--- config.mk ---
export PLATFORM = sky130hd
export DESIGN_NAME = power_stim_gen
export DESIGN_NICKNAME = d
export VERILOG_FILES = /design/src/rtl/power_test_pkg.sv /design/src/rtl/power_lfsr16.sv /design/src/rtl/power_stim_gen.sv
export SDC_FILE = /design/constraint.sdc
export NUM_CORES = 1
export LEC_CHECK = 0
export ABC_AREA = 1
export CAP_MARGIN = 20
export CORE_MARGIN = 1
export CORE_UTILIZATION = 40
export CTS_CLUSTER_DIAMETER = 60
export DETAILED_ROUTE_END_ITERATION = 6
export SYNTH_ARGS = -nofsm -noshare
export SYNTH_HDL_FRONTEND = slang
export SYNTH_HIERARCHICAL = 1
export SYNTH_SLANG_ARGS = --single-unit
--- constraint.sdc ---
create_clock -name clk -period 5.1 [get_ports clk]
set_input_delay 1.02 -clock clk [delete_from_list [all_inputs] [get_ports clk]]
set_output_delay 1.02 -clock clk [all_outputs]
set_load 0.01 [all_outputs]
--- src/rtl/power_test_pkg.sv ---
// power_test_pkg
//   Shared definitions for the power stimulus generator: FSM state encoding,
//   pattern mode encoding, LFSR tap mask and LFSR helper functions.
package power_test_pkg;

    typedef enum logic [1:0] {
        ST_IDLE = 2'd0,
        ST_RUN  = 2'd1,
        ST_DONE = 2'd2
    } state_t;

    typedef enum logic [1:0] {
        MODE_STATIC = 2'd0,
        MODE_LFSR   = 2'd1,
        MODE_WALK   = 2'd2,
        MODE_TOGGLE = 2'd3
    } mode_t;

    // Feedback taps at bits 15, 13, 12, 10.
    localparam logic [15:0] LFSR_TAPS = 16'hB400;

    // Fibonacci shift-left: feedback enters at bit 0.
    function automatic logic [15:0] lfsr_advance(input logic [15:0] s);
        return {s[14:0], ^(s & LFSR_TAPS)};
    endfunction

    // Operand pair {op_b, op_a} produced by the step that advances s.
    function automatic logic [13:0] lfsr_operands(input logic [15:0] s);
        logic [15:0] adv;
        adv = lfsr_advance(s);
        return {adv[14:8], adv[6:0]};
    endfunction

endpackage

--- src/rtl/power_lfsr16.sv ---
// power_lfsr16
//   16-bit Fibonacci LFSR with synchronous reload.
//   Ports:
//     clk   - clock
//     rst   - asynchronous active-high reset, loads SEED
//     load  - reload SEED (has priority over step)
//     step  - advance one position
//     state - current LFSR contents
module power_lfsr16
    import power_test_pkg::*;
#(
    parameter logic [15:0] SEED = 16'hACE1
) (
    input  logic        clk,
    input  logic        rst,
    input  logic        load,
    input  logic        step,
    output logic [15:0] state
);

    always_ff @(posedge clk or posedge rst) begin
        if (rst) begin
            state <= SEED;
        end else if (load) begin
            state <= SEED;
        end else if (step) begin
            state <= lfsr_advance(state);
        end
    end

endmodule

--- src/rtl/power_stim_gen.sv ---
// power_stim_gen
//   Operand stimulus generator for exercising a downstream adder's power
//   behaviour. A run is started with start, produces one operand pair every
//   rate+1 cycles in the selected pattern, and ends after burst_len steps
//   (or runs continuously when burst_len is 0) or on stop.
//   Ports:
//     clk, rst          - clock, asynchronous active-high reset
//     start, stop, hold - run control
//     mode, rate        - pattern select, inter-step gap
//     burst_len         - steps per run, 0 = continuous
//     op_a, op_b        - operand outputs (change only on step cycles)
//     op_valid          - one-cycle pulse with each new operand pair
//     busy, done        - run in progress, finite burst finished
//
//   state   | meaning
//   --------+-----------------------------------------------
//   ST_IDLE | waiting for start
//   ST_RUN  | stepping patterns on the rate schedule
//   ST_DONE | one cycle after the final step of a finite burst
module power_stim_gen
    import power_test_pkg::*;
#(
    parameter int          OP_W      = 7,
    parameter logic [15:0] LFSR_SEED = 16'hACE1
) (
    input  logic            clk,
    input  logic            rst,
    input  logic            start,
    input  logic            stop,
    input  logic            hold,
    input  logic [1:0]      mode,
    input  logic [3:0]      rate,
    input  logic [7:0]      burst_len,
    output logic [OP_W-1:0] op_a,
    output logic [OP_W-1:0] op_b,
    output logic            op_valid,
    output logic            busy,
    output logic            done
);

    localparam logic [2:0] WALK_LAST = 3'(OP_W - 1);

    state_t          state_q, state_d;
    mode_t           mode_q;
    logic [3:0]      rate_q;
    logic [7:0]      burst_q;
    logic [3:0]      rate_cnt_q;
    logic [7:0]      step_cnt_q;
    logic [2:0]      walk_idx_q;
    logic            toggle_q;
    logic [OP_W-1:0] op_a_q, op_b_q;
    logic            op_valid_q, done_q;
    logic            start_ev, step_ev;
    logic [OP_W-1:0] pat_a, pat_b;
    logic [15:0]     lfsr_state;

    assign start_ev = (state_q == ST_IDLE) && start;

    always_ff @(posedge clk or posedge rst) begin
        if (rst) begin
            state_q <= ST_IDLE;
        end else begin
            state_q <= state_d;
        end
    end

    // stop outranks both hold and a coinciding step.
    always_comb begin
        state_d = state_q;
        step_ev = 1'b0;
        case (state_q)
            ST_IDLE: begin
                if (start) state_d = ST_RUN;
            end
            ST_RUN: begin
                if (stop) begin
                    state_d = ST_IDLE;
                end else if (!hold && rate_cnt_q == rate_q) begin
                    step_ev = 1'b1;
                    if (burst_q != 8'd0 && step_cnt_q + 8'd1 == burst_q)
                        state_d = ST_DONE;
                end
            end
            ST_DONE: state_d = ST_IDLE;
            default: state_d = ST_IDLE;
        endcase
    end

    power_lfsr16 #(
        .SEED (LFSR_SEED)
    ) u_lfsr (
        .clk   (clk),
        .rst   (rst),
        .load  (start_ev),
        .step  (step_ev && mode_q == MODE_LFSR),
        .state (lfsr_state)
    );

    // Operands for the step about to happen; only sampled on step_ev.
    always_comb begin
        pat_a = '0;
        pat_b = '0;
        case (mode_q)
            MODE_LFSR: begin
                {pat_b, pat_a} = lfsr_operands(lfsr_state);
            end
            MODE_WALK: begin
                pat_a = OP_W'(1) << walk_idx_q;
                pat_b = ~pat_a;
            end
            MODE_TOGGLE: begin
                pat_a = toggle_q ? '0 : '1;
                pat_b = ~pat_a;
            end
            default: begin
                pat_a = '0;
                pat_b = '0;
            end
        endcase
    end

    always_ff @(posedge clk or posedge rst) begin
        if (rst) begin
            mode_q     <= MODE_STATIC;
            rate_q     <= '0;
            burst_q    <= '0;
            rate_cnt_q <= '0;
            step_cnt_q <= '0;
            walk_idx_q <= '0;
            toggle_q   <= 1'b0;
            op_a_q     <= '0;
            op_b_q     <= '0;
            op_valid_q <= 1'b0;
            done_q     <= 1'b0;
        end else begin
            op_valid_q <= step_ev;
            done_q     <= (state_q == ST_DONE);
            if (start_ev) begin
                mode_q     <= mode_t'(mode);
                rate_q     <= rate;
                burst_q    <= burst_len;
                rate_cnt_q <= '0;
                step_cnt_q <= '0;
                walk_idx_q <= '0;
                toggle_q   <= 1'b0;
            end else if (state_q == ST_RUN && !stop && !hold) begin
                if (step_ev) begin
                    rate_cnt_q <= '0;
                    step_cnt_q <= step_cnt_q + 8'd1;
                    op_a_q     <= pat_a;
                    op_b_q     <= pat_b;
                    walk_idx_q <= (walk_idx_q == WALK_LAST) ? 3'd0 : walk_idx_q + 3'd1;
                    toggle_q   <= ~toggle_q;
                end else begin
                    rate_cnt_q <= rate_cnt_q + 4'd1;
                end
            end
        end
    end

    assign op_a     = op_a_q;
    assign op_b     = op_b_q;
    assign op_valid = op_valid_q;
    assign busy     = (state_q == ST_RUN);
    assign done     = done_q;

endmodule

==> reports/qor.csv <==
metric;value;unit
outcome;complete, no violations;
FF-to-FF End;u_lfsr/state[14];
Seq/Total Area, Yosys;0.488;
R2R depth;10;
vias per inst;5.03;
CTS resizes;0;
DR top layer;met4;
internal power;0.995;mW
met2 routed WL;3250;microns
Die X;92.9;microns
row cnt;32;
Post-CTS Hold Fix Bufs;0;
Synth Register Bits;64;
fin crit period;2.73;ns
number of global-route vias before repair;2596;
GRT Resource Usage Total;0.187;
clock sinks;64;
Routed wire per std cell;13.3;microns
Initial Util;0.421;
Total Power;1.46;mW
crit start category;input port;
worst rel slew slack;0.591;
VDD IR-drop max;0.159;mV
final hold vios;0;
Worst Max-Slew Pin Slew;0.613;ns
Final Wtd Congestion;0.877;
Worst Skew;0.0100;ns
Final Max Slew Viols;0;
Worst Setup Path Type;in2reg;
IO buf count;35;
MaxCap Viol Count;0;
Critical Path Sink;u_lfsr/state[14];
Worst-path clk slew;0.08;ns
Met3 Wirelength;364;microns
Setup TNS Final;0;ns
CP Data Arrival Time;3.00;ns
part of the power in registers;0.440;
YS warnings;6;
WL met1;3600;microns
crit end category;flop;
Syn Nets;419;
Sw Ratio;0.318;
ANT cells;0;
Worst setup startpoint;stop;
ANT nets after route;0;
Post-Synthesis Cells;397;
Clock power frac;0.307;
combinational share of power;0.253;
largest net degree at the start of global routing;49;
die height;92.9;microns
worst skew pair latency;0.34;ns
final setup vio count;0;
synthesized area per cell;8.32;sq um
global-route wire length before repair;12500;microns
IO Pins;36;
Worst Path Required;5.37;ns
cts bufs inserted;9;
H-tree depth;3;
Synth-to-Final Area Change;19.2;%
grt total ovfl;0;
Sw Pwr;0.463;mW
initial antenna violation count;0;
Residual DRC;0;
Routed WL;7250;microns
Synth cell types;34;
CTS tree;built;
CTS Root Cell;clkbuf_8;
Final period util;0.536;
Core ar.;7850;sq um
Max Fclk;366;MHz
Final HPWL DP;5190;microns
CTS max path bufs;2;
Vias;2739;
Leakage Power;1.78;nW
worst r2r src;rate_cnt_q[0];
RSZ-0062 raised after global routing;no;
total iterations of the first detailed-routing run;4;
Hold Path Class;reg2reg;
Iteration-0 DRC Markers;171;
layout cells sized above 1;0.143;
Power Density;370;nW/um^2
Nets;459;
FF-to-FF setup slack;2.90;ns
area of the die;8620;sq um
crit-path max FO;34;
Synth Cell Area;3300;sq um
Post-CTS Setup Inserts;0;
==> cells in the final DEF (no fill, tap or decap), drive strengths merged, types with 2 or more instances in the layout <==
cell type | Yosys | layout
o21ai | 42 | 42
nand3 | 24 | 24
inv | 58 | 58
dfrtp | 56 | 56
nand2 | 116 | 116
nand3b | 2 | 2
clkbuf | 1 | 10
nor3 | 3 | 3
dfstp | 8 | 8
nor2 | 29 | 29
clkdlybuf4s50 | 0 | 35
a22oi | 7 | 7
nand4 | 4 | 4
a221oi | 7 | 7
clkinv | 2 | 3
xnor2 | 3 | 3
a21oi | 9 | 9
clkinvlp | 0 | 4
o22ai | 12 | 12
ha | 3 | 3
buf | 7 | 2
==> stage by stage <==
stage / setup WS [ns] / hold WS (ns) / std cells / util / area (sq um)
floorplan: 2.76 / 0.441 / 397 / - / 3300
global placement: 2.04 / 0.460 / 528 / 0.475 / 3730
detailed placement: 1.99 / 0.465 / 528 / 0.475 / 3730
CTS: 2.36 / 0.476 / 544 / 0.502 / 3940
global route: 2.16 / 0.490 / 544 / 0.502 / 3940
finish: 2.37 / 0.474 / 544 / 0.502 / 3940
==> cell usage after synthesis (all sizes together) <==
| master | count | share of area |
|---|---|---|
| xnor2 | 3 | 0.0080 |
| dfstp | 8 | 0.064 |
| nor3 | 3 | 0.0076 |
| a21oi | 9 | 0.014 |
| buf | 7 | 0.018 |
| a221oi | 7 | 0.019 |
| o21bai | 1 | 0.0023 |
| clkinv | 2 | 0.0026 |
| o22ai | 12 | 0.042 |
| ha | 3 | 0.011 |
| a211oi | 1 | 0.0023 |
| nand3 | 24 | 0.040 |
| a22oi | 7 | 0.016 |
| o21ai | 42 | 0.064 |
| nand2 | 116 | 0.13 |
| o221ai | 1 | 0.0027 |
| inv | 58 | 0.067 |
| nand3b | 2 | 0.0045 |
| xor2 | 1 | 0.0027 |
| dfrtp | 56 | 0.42 |
| nor2 | 29 | 0.047 |
| nand4 | 4 | 0.0076 |
| clkbuf | 1 | 0.0011 |
==> sequential cells by signal, summed over array words and instances, names as in the netlist, 2 cells and up <==
| signal | flops |
|---|---|
| rate_cnt_q | 4 |
| op_a | 7 |
| state_q | 2 |
| walk_idx_q | 3 |
| u_lfsr/state | 16 |
| step_cnt_q | 8 |
| mode_q | 2 |
| rate_q | 4 |
| burst_q | 8 |
| op_b | 7 |
==> worst min-delay path by stage <==
stage	start	end	slack (ns)	cells after the start
final	state_q[0]	done	0.47	1
after global placement	state_q[0]	done	0.46	1
after global routing	state_q[0]	done	0.49	1
after detailed placement	state_q[0]	done	0.46	1
after CTS	state_q[0]	done	0.48	1
after floorplan	state_q[0]	done	0.44	1
==> worst max-delay path: stages <==
cell	delay (ns)
clkdlybuf4s50_1	0.40
inv_1	0.07
nand2_2	0.08
nor2_4	0.16
nand3_4	0.33
nor3_2	0.39
inv_2	0.10
nor2_4	0.24
inv_4	0.11
o22ai_2	0.10
==> power by group through the flow <==
stage	clock network, mW	registers, mW	logic [mW]
3_3_place_gp	0	0.650	0.369
2_1_floorplan	0	0.660	0.205
6_report	0.448	0.641	0.368
4_1_cts	0.461	0.642	0.373
3_5_place_dp	0	0.651	0.372
5_1_grt	0.479	0.652	0.415
==> routing by layer <==
metal,GRT usage,up-vias
met3,0.0509,2
met2,0.284,53
met5,0,-
met1,0.264,1296
li1,-,1388
met4,0.0462,0
==> cells by family (layout without fill, tap and decap cells) <==
kind of cell,count (synthesis),in the layout,share of synthesized area
XOR/XNOR,4,4,0.0106
AO/OA/AOI/OAI,80,80,0.161
flip-flops,64,64,0.488
buffers and inverters,68,113,0.0887
AND/OR/NAND/NOR,178,178,0.241
adder cells (fa/ha/maj),3,3,0.0114
==> final cells by class <==
cell class	instances	area (sq um)
inverter	60	229
clock buffer	10	138
clock inverter	6	68.8
fill	768	3910
tap	102	128
timing repair buffer	37	365
sequential	64	1610
multi-input combinational	265	1400
(Power assumes the default switching activity.)
